`config.mk`:
```
export PLATFORM = sky130hd
export DESIGN_NAME = aquisicao_veiculo
export DESIGN_NICKNAME = d
export VERILOG_FILES = /design/src/rtl/aquisicao_veiculo.sv
export SDC_FILE = /design/constraint.sdc
export NUM_CORES = 1
export LEC_CHECK = 0
export CAP_MARGIN = 15
export CORE_ASPECT_RATIO = 1.5
export CORE_MARGIN = 2
export CORE_UTILIZATION = 40
export CTS_CLUSTER_DIAMETER = 200
export DETAILED_ROUTE_END_ITERATION = 10
export PLACE_DENSITY = 0.65
export SLEW_MARGIN = 40
export SYNTH_ARGS = -nofsm -noshare
export SYNTH_HDL_FRONTEND = slang
export SYNTH_SLANG_ARGS = --single-unit
export TNS_END_PERCENT = 30
```
`constraint.sdc`:
```
create_clock -name clk -period 3.1 [get_ports clk]
set_input_delay 0.31 -clock clk [delete_from_list [all_inputs] [get_ports clk]]
set_output_delay 0.31 -clock clk [all_outputs]
set_load 0.01 [all_outputs]
```
`src/rtl/aquisicao_veiculo.sv`:
```
// -----------------------------------------------------------------------------
// aquisicao_veiculo
//   Acquisition front-end feeding the combinational classifier `circuito`.
//   Synchronizes and debounces the axle / end-of-vehicle road sensors, counts
//   axles (saturating at 3), tracks the peak scale weight while the vehicle
//   passes and presents the {p3..p0, e1, e0} word under a valid/ack handshake.
//
// Ports
//   clk          system clock, rising edge
//   rst_n        asynchronous active-low reset
//   sensor_eixo  raw axle sensor (async), 1 = wheel present
//   sensor_fim   raw end-of-vehicle sensor (async), 1 = vehicle cleared
//   peso_in[3:0] scale reading, sampled every cycle while measuring
//   ack          consumer accepts the current word
//   p3..p0       latched peak weight (p3 = MSB)
//   e1, e0       latched axle code: 01 = 1, 10 = 2, 11 = 3 or more axles
//   valido       word valid
//   ocupado      measurement in progress
//   erro         one-cycle pulse, measurement aborted by timeout
//   perdido      one-cycle pulse, axle event seen while a word is pending
// -----------------------------------------------------------------------------
module aquisicao_veiculo #(
  parameter int unsigned DEB_CICLOS     = 4,
  parameter int unsigned TIMEOUT_CICLOS = 1000
) (
  input  logic       clk,
  input  logic       rst_n,
  input  logic       sensor_eixo,
  input  logic       sensor_fim,
  input  logic [3:0] peso_in,
  input  logic       ack,
  output logic       p3,
  output logic       p2,
  output logic       p1,
  output logic       p0,
  output logic       e1,
  output logic       e0,
  output logic       valido,
  output logic       ocupado,
  output logic       erro,
  output logic       perdido
);

  localparam int unsigned DW = (DEB_CICLOS > 2) ? $clog2(DEB_CICLOS) : 1;
  localparam int unsigned TW = (TIMEOUT_CICLOS > 2) ? $clog2(TIMEOUT_CICLOS) : 1;

  typedef enum logic [1:0] {
    OCIOSO,
    MEDINDO,
    PRONTO
  } estado_t;

  // Index 0 = axle sensor, index 1 = end-of-vehicle sensor.
  logic [1:0]    sync1;
  logic [1:0]    sync2;
  logic [1:0]    deb;
  logic [1:0]    ev;
  logic [DW-1:0] deb_cnt [2];

  logic          ev_eixo;
  logic          ev_fim;

  estado_t       estado;
  logic [1:0]    cont_eixo;
  logic [3:0]    peso_max;
  logic [TW-1:0] timer;
  logic [3:0]    peso_reg;
  logic [1:0]    eixo_reg;

  logic [1:0]    cont_nxt;
  logic [3:0]    peso_nxt;

  // Synchronizer + debouncer. A level change is accepted on the
  // DEB_CICLOS-th consecutive synchronized sample that differs from the
  // current debounced level; any sample equal to it restarts the count.
  // The event pulse is registered together with the accepted rising level.
  always_ff @(posedge clk or negedge rst_n) begin
    if (!rst_n) begin
      sync1      <= '0;
      sync2      <= '0;
      deb        <= '0;
      ev         <= '0;
      deb_cnt[0] <= '0;
      deb_cnt[1] <= '0;
    end else begin
      sync1 <= {sensor_fim, sensor_eixo};
      sync2 <= sync1;
      for (int unsigned i = 0; i < 2; i++) begin
        ev[i] <= 1'b0;
        if (sync2[i] == deb[i]) begin
          deb_cnt[i] <= '0;
        end else if (deb_cnt[i] == DW'(DEB_CICLOS - 1)) begin
          deb[i]     <= sync2[i];
          deb_cnt[i] <= '0;
          ev[i]      <= sync2[i];
        end else begin
          deb_cnt[i] <= deb_cnt[i] + 1'b1;
        end
      end
    end
  end

  assign ev_eixo = ev[0];
  assign ev_fim  = ev[1];

  // Count-then-finalize: a same-cycle axle event is folded into the count
  // before the word is latched, and the current reading into the peak.
  always_comb begin
    cont_nxt = cont_eixo;
    if (ev_eixo && (cont_eixo != 2'd3)) begin
      cont_nxt = cont_eixo + 2'd1;
    end
    peso_nxt = (peso_in > peso_max) ? peso_in : peso_max;
  end

  always_ff @(posedge clk or negedge rst_n) begin
    if (!rst_n) begin
      estado    <= OCIOSO;
      cont_eixo <= '0;
      peso_max  <= '0;
      timer     <= '0;
      peso_reg  <= '0;
      eixo_reg  <= '0;
      valido    <= 1'b0;
      ocupado   <= 1'b0;
      erro      <= 1'b0;
      perdido   <= 1'b0;
    end else begin
      erro    <= 1'b0;
      perdido <= 1'b0;
      case (estado)
        OCIOSO: begin
          if (ev_eixo) begin
            estado    <= MEDINDO;
            cont_eixo <= 2'd1;
            peso_max  <= peso_in;
            timer     <= '0;
            ocupado   <= 1'b1;
          end
        end
        MEDINDO: begin
          if (ev_fim) begin
            estado    <= PRONTO;
            cont_eixo <= cont_nxt;
            peso_max  <= peso_nxt;
            peso_reg  <= peso_nxt;
            eixo_reg  <= cont_nxt;
            valido    <= 1'b1;
            ocupado   <= 1'b0;
          end else if (ev_eixo) begin
            cont_eixo <= cont_nxt;
            peso_max  <= peso_nxt;
            timer     <= '0;
          end else if (timer == TW'(TIMEOUT_CICLOS - 1)) begin
            estado  <= OCIOSO;
            erro    <= 1'b1;
            ocupado <= 1'b0;
          end else begin
            peso_max <= peso_nxt;
            timer    <= timer + 1'b1;
          end
        end
        PRONTO: begin
          if (ev_eixo) begin
            perdido <= 1'b1;
          end
          if (ack) begin
            estado <= OCIOSO;
            valido <= 1'b0;
          end
        end
        default: begin
          estado  <= OCIOSO;
          valido  <= 1'b0;
          ocupado <= 1'b0;
        end
      endcase
    end
  end

  assign {p3, p2, p1, p0} = peso_reg;
  assign {e1, e0}         = eixo_reg;

endmodule

```
Word level (Yosys, flattened, before mapping):

Cells that the tools add are included.

* output and inout bits: 10
* input port bits: 9
* flip-flop bits (word level): 40

* $lt $le $gt $ge: 1
* bitwise logic cells: 4
* add/subtract/negate cells: 4
* eq/ne operators: 17
* reductions and logical operators: 12
* muxes and demuxes: 43

Operator list (number)
* $mux 10: 4
* $mux 2: 12
* $mux 4: 5
* $pmux 10 s2: 1
* $mux 1: 16
* $ne 3x3->1 const B: 4
* $reduce_and 4->1: 3
* $add 10x1->10 const B: 1
* $eq 10x10->1 const B: 1
* $ne 2x2->1 const B: 5
* $reduce_and 3->1: 3
* $pmux 4 s2: 1
* $add 2x1->2 const B: 3
* $eq 2x2->1 const B: 3
* $pmux 1 s3: 2
* $pmux 2 s3: 1
* $reduce_and 2->1: 3
* $gt 4x4->1: 1
* $ne 4x4->1 const B: 1
* $not 1->1: 4
* $pmux 2 s2: 1
* $eq 1x1->1: 2
* $eq 2x1->1 const B: 1
* $logic_not 2->1: 1
* other kinds (2): 2

Logic depth before layout (Yosys ltp):

* depth in word-level cells: 6
* mapped depth: 8
* mapped depth without buffers: 7

Worst setup path before layout:

Ideal clock, no wire load.

* path type: register to register
* from: register peso_max[2]
* to: register peso_max[0]
* buffers on the path: 0
* data arrival time: 1976 ps
* cell stages (with the launch flop): 8
* library setup time: 125 ps
* setup slack: 999 ps
* period minus slack after synthesis: 2101 ps
* path through: dfrtp_1 inv_1 ha_1 and4_4 a211oi_4 mux2i_1 or3_4 mux2_4

* longest elaborated chain between the ends: 6

Ends and longest elaborated chain
* start, declared: line 65 `logic [3:0] peso_max;`
* start signal, assigned: line 136 `peso_max <= peso_in;`
* start signal, assigned: line 145 `peso_max <= peso_nxt;`
* start signal, assigned: line 152 `peso_max <= peso_nxt;`
* $gt 4x4->1 (*): line 113 `peso_nxt = (peso_in > peso_max) ? peso_in : peso_max;`
* $mux 4 (*): line 113
* $mux 4: line 154 `end else if (timer == TW'(TIMEOUT_CICLOS - 1)) begin`
* $mux 4: line 150 `end else if (ev_eixo) begin`
* $mux 4 (*): line 142 `if (ev_fim) begin`
* $pmux 4 s2 (*): line 131 `case (estado)`

Every way passes the cells marked *; elsewhere a longest branch is shown, timed or not. The select of a mux whose other input is x is not followed.
A chain may end at the register's enable or synchronous reset.

Worst setup path after layout:

* from: input peso_in[0]
* to: register peso_max[0]

* longest elaborated chain between the ends: 6
* elaborated cells between the ends (all ways): 7
* classes of those cells: order compare (1); mux (6)

Ends and longest elaborated chain
* start, declared: line 30 `input logic [3:0] peso_in,`
* $gt 4x4->1: line 113
* $mux 4: line 113
* $mux 4: line 154
* $mux 4: line 150
* $mux 4: line 142
* $pmux 4 s2 (*): line 131

Marks and branches as above.

==> flow_summary.yaml <==
run_status:
  status: "completed"
power_and_ir_drop:
  ir_drop_uv: 350
  switching_power_w: 0.000559
  p_per_area_nw_per_um2: 780
  p_int_w: 0.00121
  leakagePower_nw: 1.02
  p_seq_frac: 0.418
  totalPowerFinal_w: 0.00177
  switching_share: 0.316
  pwr-share-clk: 0.254
  combPwrFrac: 0.328
timing:
  rsz0062_at_grt: "no"
  worstMarginPinSlew_ps: 524
  fin_crit_sh: 0.757
  finalHoldViolCount: 0
  worst_hold_slack_ps: 355
  relSlewSlack: 0.648
  setup_viol: 0
  finClkSkew_ps: 6.19
  finalCriticalPeriod_ps: 2350
  fin_setup_tns_ps: 0
  fmaxAchievable_mhz: 426
  slew_violations: 0
worst_setup_path:
  crit_arrival_ps: 2540
  worst-path-buf-inv: 2
  cpMaxStageDelayCell: "clkdlybuf4s50_1"
  crit_fanout: 8
  worstSetupStartpointType: "input pin"
  reg2reg_from: "peso_max[2]"
  startpoint: "peso_in[0]"
  cp.required_ps: 3290
  critical_path_class: "input pin to flip-flop"
  cp-end-kind: "flip-flop"
  path_cells: "clkdlybuf4s50_1 -> inv_1 -> ha_1 -> and4_4 -> a211oi_4 -> mux2i_1 -> or3_4 -> mux2_4"
  cp_slowest_stage_delay_ps: 510
  cp_top_family: "buffers and inverters"
route:
  drc: 0
  postRouteAntennaNets: 0
  drt-vias-per-instance: 4.97
  wl_met1_mm: 1.31
  first_iter_violations: 69
  vias: 1303
  met2_length_mm: 1.74
  highest-signal-layer: "met4"
  routed_wl_mm: 3.25
  wl_per_cell_um: 12.4
  met3WireLength_um: 106
  firstDrtPassIters: 3
layout:
  final_cell_mix: "dfrtp_1 (40), o21ai_0 (19), nor2_1 (18)"
  final_common_cell: "dfrtp_1"
  regMostFlops: "timer"
  largest_reg_flops: 10
  nNetsFinal: 214
  n_antenna_cell: 0
  drive_gt1_frac: 0.126
  area_delta_synth_final_pct: 19.5
grt:
  gr-total-overflow: 0
  antenna_found_initial: 0
  grt_usage: 0.147
  grt_first_pass_wirelength_mm: 5.82
  grt_max_degree: 41
  first_global_vias: 1361
logic_synthesis:
  synth-edff-count: 0
  syn_area_per_cell_um2: 10.9
  synth.area.mux_share: 0.0594
  ys_types: 40
  synth-xor-area-share: 0.0324
  synth_top_family_by_area: "simple AND/OR/NAND/NOR gates"
  syn_inst: 174
  synth_fa_ha_area_frac: 0.0528
  yosys.area_share.simple: 0.194
  synthArstFlopShare: 1.00
  synth_compound_area_frac: 0.107
  yosysSeqAreaShare: 0.528
  ys.flop_type: "dfrtp_1"
  yosys_warnings: 0
  syn_nets: 191
  syn_area_um2: 1890
  ys_ff_latch: 40
cts:
  clk_path_buf_depth: 2
  clk_pin_slew_ps: 80
  cts_max_level: 2
  numCtsBuffers: 5
  cts.sink_count: 40
  clk_latency_ps: 300
  root_buffer: "clkbuf_8"
  tritoncts: "yes"
worst_hold_path:
  min_path_type: "flip-flop to flip-flop"
  hold_path_startpoint: "sync1[1]"
job:
  drv_cap: 0
floorplan:
  fp-row-count: 30
  die_h_um: 88.3
  start_util: 0.417
  ios: 19
  die-area_um2: 5310
  core_um2: 4540
  die_width_um: 60.2
placement:
  post-dp-hpwl_mm: 2.39
  port_buffers: 18
  place_congestion: 0.817
[power groups by stage]
stage / Clock [W] / Combinational (W) / Sequential (W)
floorplan: 0 / 0.000448 / 0.000731
global placement: 0 / 0.000574 / 0.000747
detailed placement: 0 / 0.000585 / 0.000749
CTS: 0.000460 / 0.000590 / 0.000739
global route: 0.000485 / 0.000655 / 0.000758
finish: 0.000448 / 0.000580 / 0.000738
[cell usage after synthesis, drive strengths merged, types with 2 or more instances]
master / number / area (um^2)
mux2i: 3 / 30.0
xnor2: 6 / 52.6
mux2: 6 / 82.6
o31ai: 2 / 15.0
and2b: 2 / 17.5
nand2: 17 / 63.8
o21ai: 19 / 95.1
nor2: 18 / 67.6
nor3: 3 / 15.0
nand3: 4 / 20.0
and3b: 2 / 17.5
dfrtp: 40 / 1000
inv: 8 / 30.0
buf: 2 / 16.3
and2: 3 / 18.8
nand2b: 2 / 12.5
nor4: 2 / 27.5
a211oi: 2 / 27.5
ha: 8 / 100
nor2b: 2 / 12.5
and3: 2 / 12.5
a21oi: 7 / 35.0
[cells by family after synthesis]
family	after synthesis
flip-flops	40
AO/OA/AOI/OAI	34
AND/OR/NAND/NOR	65
multiplexers	9
XOR/XNOR	7
buffers and inverters	11
adder cells (fa/ha/maj)	8
[final timing paths]
check | endpoint | slack [ps] | cells past startpoint
max | peso_max[0] | 750 | 8
min | sync2[1] | 350 | 0
max reg2reg | peso_max[0] | 860 | 7
min reg2reg | sync2[1] | 350 | 0
max in group asynchronous | timer[1] | 2240 | 2
min in group asynchronous | peso_reg[0] | 510 | 2
[layer usage]
metal  vias to the layer above  track usage
met3                         8       0.0351
met4                         0       0.0788
met2                        24        0.260
li1                        645            -
met1                       626        0.156
met5                         -            0
[timing repair]
action                                 CTS  global route
resized for setup                        0             0
buffers inserted                         0             0
endpoints found under the hold margin   33             0
hold buffers                             1             0
[layout make-up]
| class | count | area (um^2) |
|---|---|---|
| clock buffer | 6 | 82.6 |
| inverter | 8 | 30.0 |
| sequential | 40 | 1000 |
| clock inverter | 2 | 38.8 |
| tap | 64 | 80.1 |
| multi-input combinational | 123 | 843 |
| timing repair buffer | 19 | 188 |
| fill | 422 | 2280 |
[stage by stage]
step	instance area [um^2]	worst slack [ps]	instances	util
after floorplan	1890	999	174	-
after global placement	2130	458	253	0.469
after detailed placement	2130	447	253	0.469
after CTS	2260	751	262	0.498
after global routing	2260	645	262	0.498
final	2260	753	262	0.498
No activity file was read; power rests on OpenSTA's default activity.
